===== src/rtl/pe_ns_pkg.sv =====
// Shared encodings for the PE namespace writer: FSM states, namespace selects
// and the address-wrap mask helper.
package pe_ns_pkg;

  typedef logic [1:0] state_t;

  localparam state_t IDLE = 2'd0;
  localparam state_t LOAD = 2'd1;
  localparam state_t DONE = 2'd2;

  localparam logic NS_DATA   = 1'b0;
  localparam logic NS_WEIGHT = 1'b1;

  // All-ones mask covering an address of the given width.
  function automatic int unsigned addr_mask(input int unsigned width);
    return (32'd1 << width) - 32'd1;
  endfunction

endpackage


===== src/rtl/ns_wr_counter.sv =====
// Write pointer that wraps at the selected namespace depth, plus remaining-word down-counter.
// State updates one cycle after load/step; zero_nxt is combinational on the current step.
module ns_wr_counter
  import pe_ns_pkg::*;
#(
  parameter int dataAddrLen   = 5,
  parameter int weightAddrLen = 5,
  parameter int maxAddrLen    = 5,
  parameter int cntLen        = 6
) (
  input  logic                  clk,
  input  logic                  reset,
  input  logic                  load,
  input  logic                  step,
  input  logic                  ns_sel,
  input  logic [maxAddrLen-1:0] load_ptr,
  input  logic [cntLen-1:0]     load_cnt,
  output logic [maxAddrLen-1:0] ptr,
  output logic                  zero_nxt
);

  localparam logic [maxAddrLen-1:0] DATA_MASK   = maxAddrLen'(addr_mask(dataAddrLen));
  localparam logic [maxAddrLen-1:0] WEIGHT_MASK = maxAddrLen'(addr_mask(weightAddrLen));

  logic [cntLen-1:0]     cnt;
  logic [cntLen-1:0]     cnt_nxt;
  logic [maxAddrLen-1:0] wrap_mask;
  logic [maxAddrLen-1:0] ptr_inc;

  always_comb begin
    wrap_mask = (ns_sel == NS_WEIGHT) ? WEIGHT_MASK : DATA_MASK;
    ptr_inc   = (ptr + maxAddrLen'(1)) & wrap_mask;
    cnt_nxt   = step ? (cnt - cntLen'(1)) : cnt;
  end

  // High when the step taken this cycle consumes the final word.
  assign zero_nxt = (cnt_nxt == '0);

  always_ff @(posedge clk) begin
    if (reset) begin
      ptr <= '0;
      cnt <= '0;
    end else if (load) begin
      ptr <= load_ptr;
      cnt <= load_cnt;
    end else if (step) begin
      ptr <= ptr_inc;
      cnt <= cnt_nxt;
    end
  end

endmodule


===== src/rtl/pe_ns_writer.sv =====
// Fills a PE data or weight buffer from a valid/ready stream; each beat writes one cycle later.
// in_ready is held high for the whole LOAD phase, so in_valid low simply stalls the load.
module pe_ns_writer
  import pe_ns_pkg::*;
#(
  parameter int dataLen       = 32,
  parameter int dataAddrLen   = 5,
  parameter int weightAddrLen = 5,
  parameter int maxAddrLen    = 5,
  parameter int cntLen        = 6
) (
  input  logic                     clk,
  input  logic                     reset,
  input  logic                     start,
  input  logic                     ns_sel,
  input  logic [maxAddrLen-1:0]    base_addr,
  input  logic [cntLen-1:0]        num_words,
  input  logic                     in_valid,
  input  logic [dataLen-1:0]       in_word,
  output logic                     in_ready,
  output logic                     data_wrt,
  output logic [dataAddrLen-1:0]   data_wrt_addr,
  output logic [dataLen-1:0]       data_in,
  output logic                     weight_wrt,
  output logic [weightAddrLen-1:0] weight_wrt_addr,
  output logic [dataLen-1:0]       weight_in,
  output logic                     busy,
  output logic                     done
);

  state_t                state;
  state_t                state_nxt;
  logic                  ns_q;
  logic                  start_cmd;
  logic                  accept;
  logic                  cnt_zero;
  logic [maxAddrLen-1:0] ptr;

  assign start_cmd = (state == IDLE) && start;
  assign accept    = in_valid && in_ready;

  ns_wr_counter #(
    .dataAddrLen  (dataAddrLen),
    .weightAddrLen(weightAddrLen),
    .maxAddrLen   (maxAddrLen),
    .cntLen       (cntLen)
  ) u_counter (
    .clk     (clk),
    .reset   (reset),
    .load    (start_cmd),
    .step    (accept),
    .ns_sel  (ns_q),
    .load_ptr(base_addr),
    .load_cnt(num_words),
    .ptr     (ptr),
    .zero_nxt(cnt_zero)
  );

  always_ff @(posedge clk) begin
    if (reset) begin
      state <= IDLE;
    end else begin
      state <= state_nxt;
    end
  end

  always_comb begin
    state_nxt = state;
    case (state)
      IDLE: begin
        if (start) begin
          state_nxt = (num_words == '0) ? DONE : LOAD;
        end
      end
      LOAD: begin
        if (accept && cnt_zero) begin
          state_nxt = DONE;
        end
      end
      DONE:    state_nxt = IDLE;
      default: state_nxt = IDLE;
    endcase
  end

  always_comb begin
    in_ready = 1'b0;
    busy     = 1'b0;
    done     = 1'b0;
    case (state)
      LOAD: begin
        in_ready = 1'b1;
        busy     = 1'b1;
      end
      DONE: begin
        busy = 1'b1;
        done = 1'b1;
      end
      default: ;
    endcase
  end

  // Namespace is frozen for the whole command so the pointer wrap and port choice stay consistent.
  always_ff @(posedge clk) begin
    if (reset) begin
      ns_q <= NS_DATA;
    end else if (start_cmd) begin
      ns_q <= ns_sel;
    end
  end

  always_ff @(posedge clk) begin
    if (reset) begin
      data_wrt        <= 1'b0;
      data_wrt_addr   <= '0;
      data_in         <= '0;
      weight_wrt      <= 1'b0;
      weight_wrt_addr <= '0;
      weight_in       <= '0;
    end else begin
      data_wrt   <= accept && (ns_q == NS_DATA);
      weight_wrt <= accept && (ns_q == NS_WEIGHT);
      if (accept && (ns_q == NS_DATA)) begin
        data_wrt_addr <= ptr[dataAddrLen-1:0];
        data_in       <= in_word;
      end
      if (accept && (ns_q == NS_WEIGHT)) begin
        weight_wrt_addr <= ptr[weightAddrLen-1:0];
        weight_in       <= in_word;
      end
    end
  end

endmodule


===== config.mk =====
export PLATFORM = sky130hd
export DESIGN_NAME = pe_ns_writer
export DESIGN_NICKNAME = d
export VERILOG_FILES = /design/src/rtl/pe_ns_pkg.sv /design/src/rtl/ns_wr_counter.sv /design/src/rtl/pe_ns_writer.sv
export SDC_FILE = /design/constraint.sdc
export NUM_CORES = 1
export LEC_CHECK = 0
export BUFFER_PORTS_ARGS = -buffer_cell sky130_fd_sc_hd__buf_2
export CORE_AREA = 2 2 122 124
export DETAILED_ROUTE_END_ITERATION = 7
export DIE_AREA = 0 0 124 126
export PLACE_DENSITY_LB_ADDON = 0.2
export REMOVE_ABC_BUFFERS = 1
export SLEW_MARGIN = 0
export SYNTH_ARGS = -nofsm -noshare
export SYNTH_HDL_FRONTEND = slang
export SYNTH_SLANG_ARGS = --single-unit

===== constraint.sdc =====
create_clock -name clk -period 3.65 [get_ports clk]
set_input_delay 0.5475 -clock clk [delete_from_list [all_inputs] [get_ports clk]]
set_output_delay 0.5475 -clock clk [all_outputs]
set_load 0.02 [all_outputs]

==> flow_summary.toml <==
[power_and_ir_drop]
ir_worst_vdd_uv = 181
power.leakage_nw = 1.84
power.density_nw_per_um2 = 494
power_mw = 2.18

[timing]
max_clock_freq_mhz = 437
max_slew_margin_pct = 36.3
setup_viol = 0
finalMaxSlewViolations = 0
skew_ps = 6.33
period_needed_ps = 2290
fin_tns_setup_ps = 0
period_share_pct = 62.7
hold_viol_final = 0
rsz0062_at_grt = "false"
tightest_slew_ps = 953

[worst_setup_path]
slowest_delay_ps = 460
critical_path_arrival_ps = 2460
cp-start-kind = "flip-flop"
worstSetupEndpointType = "flip-flop"
crit_type = "reg2reg"
crit_fanout = 23
crit_path_frequent_cell = "nand2_1"
required_ps = 3830
cp_slowest_cell = "nand2_1"
path_cells = "inv_1, ha_1, and2_1, nand2_1, buf_4, nand2_1, a21oi_1"

[detailed_routing]
drtPass1Iterations = 5
vias = 3093
dr.first_iter.drc_count = 173
vias_per_cell = 4.30
drc = 0
wirelength_mm = 9.44
ant_nets = 0
wire_per_inst_um = 13.1

[floorplanning]
die-area_um2 = 15600
coreArea_um2 = 14300
die_h_um = 126
fp-row-count = 44
ios = 127
die-width_um = 124
start_util_pct = 23.6

[synthesis]
async_reset_ff_share_pct = 0
yosys.cell_types.count = 32
synth-seq-area-share_pct = 53.4
muxShareOfSynthArea_pct = 0
syn_area_um2 = 3380
synthXorXnorAreaFrac_pct = 2.59
netlist_instances = 419
ys_dominant_reg_cell = "dfxtp_1"
synth-seq-cells = 90
avgSynthCellArea_um2 = 8.06
synth_top_family_by_area = "simple AND/OR/NAND/NOR gates"
synth-simple-area-share_pct = 22.1
synth_compound_area_share_pct = 15.5
synth_adder_area_share_pct = 1.85
ys_warn_count = 0
synth-edff-count = 0

[run_status]
outcome = "complete, no violations"

[min_path]
hold_path_class = "reg2reg"

[placement]
routabilityCongestion = 0.719
dp_hpwl_mm = 6.47
numPortBuffers = 126

[clock_tree]
cts_tree = "yes"
cts.sinks = 90
hold_buffers = 0
cts_htree_levels = 3
path_clk_slew_ps = 60
cts_buffers = 9
post_cts_resized = 0
cts_buffer_depth = 2
clk_latency_ps = 340
root_buffer = "clkbuf_16"
postCtsSetupBuffers = 0

[final_layout]
multiInputGateArea_um2 = 1430
antennaDiodeCount = 0
drive_gt1_share_pct = 27.9
area_growth_pct = 30.7
fillers = 1553
nNetsFinal = 584
regArea_um2 = 1800

[global_routing]
antenna_found_initial = 0
first_global_vias = 2937
grt_pass1_wl_mm = 14.7
track_usage_pct = 12.2
grt-ovfl-total = 0
grt_max_degree = 47

[job]
maxCapViolations = 0
worst max-delay path, delay by kind of cell, from the launching register on:
| kind | cells | cell delay (ps) |
|---|---|---|
| AND/OR/NAND/NOR | 3 | 960 |
| buffers and inverters | 2 | 490 |
| flip-flops | 1 | 320 |
| adder cells (fa/ha/maj) | 1 | 290 |
| AO/OA/AOI/OAI | 1 | 70 |
layer usage:
layer  global-route usage, %  wire length [um]  vias up
li1                        -                 -     1595
met1                    14.8              4300     1414
met2                    19.9              4410       71
met3                    3.94               584       13
met4                    4.56               140        0
met5                       0                 0        -
per-stage QoR:
step	hold WS (ps)	instances	instance area (um2)	utilization (%)	setup WS, ps
2_1_floorplan	451	391	3240	-	1640
3_3_place_gp	439	704	4140	28.9	1440
3_5_place_dp	444	704	4140	28.9	1330
4_1_cts	436	719	4410	30.8	1310
5_1_grt	449	719	4410	30.8	1110
6_report	450	719	4410	30.8	1360
layout make-up:
cell class / count / area share, %
clock inverters: 3 / 0.340
clock buffers: 12 / 5.81
inverters: 5 / 0.425
multi-input cells: 296 / 32.3
flip-flops and latches: 90 / 40.8
well taps: 184 / 5.22
repair buffers: 129 / 15.1
flip-flops by register name, summed over array words and instances (netlist names):
signal / count
weight_in: 32
u_counter.cnt: 6
data_wrt_addr: 5
state: 2
weight_wrt_addr: 5
weight_wrt: 1
u_counter.ptr: 5
ns_q: 1
data_wrt: 1
data_in: 32
logic make-up (layout without fill, tap and decap cells):
kind of cell / count (synthesis) / count (layout)
xor gates and xnor gates: 10 / 10
adders and majority gates: 5 / 5
AOI/OAI and AO/OA: 94 / 94
DFF: 90 / 90
and+or+nand+nor: 187 / 187
buffers and inverters: 33 / 149
cell usage in the layout (no fill, tap or decap), types with 2 or more instances in the layout:
cell type,instances
clkbuf_8,2
a211oi_1,8
nor3_1,2
clkbuf_16,9
dfxtp_1,90
buf_4,2
nor2_1,16
a21oi_1,78
nand3_1,3
xnor2_1,5
inv_1,5
nand4_1,2
nand2_1,156
ha_1,5
clkinv_2,3
xor2_1,5
buf_2,126
where the power goes:
group / switching, mW / internal, mW / total [mW]
Clock: 0.359 / 0.491 / 0.850
Combinational: 0.170 / 0.102 / 0.272
Sequential: 0.0349 / 1.03 / 1.06
Yosys cell counts (3+ instances only):
| library cell | number | share of area, % |
|---|---|---|
| ha_1 | 5 | 1.9 |
| buf_2 | 8 | 1.2 |
| a211oi_1 | 8 | 1.8 |
| nor2_1 | 16 | 1.8 |
| a21oi_1 | 78 | 12 |
| inv_1 | 5 | 0.56 |
| clkbuf_1 | 12 | 1.3 |
| dfxtp_1 | 90 | 53 |
| nand2_1 | 156 | 17 |
| buf_4 | 6 | 1.3 |
| xor2_1 | 5 | 1.3 |
| xnor2_1 | 5 | 1.3 |
| nand3_1 | 3 | 0.44 |
path summary, 6_finish.rpt:
kind	startpoint	to	slack, ps	cells after the start
worst max-delay path	state[1]	weight_in[0]	1360	7
worst min-delay path	data_in[10]	data_in[10]	450	2
worst max register to register	state[1]	weight_in[0]	1360	7
worst min register to register	data_in[10]	data_in[10]	450	2
(Power assumes the default switching activity.)
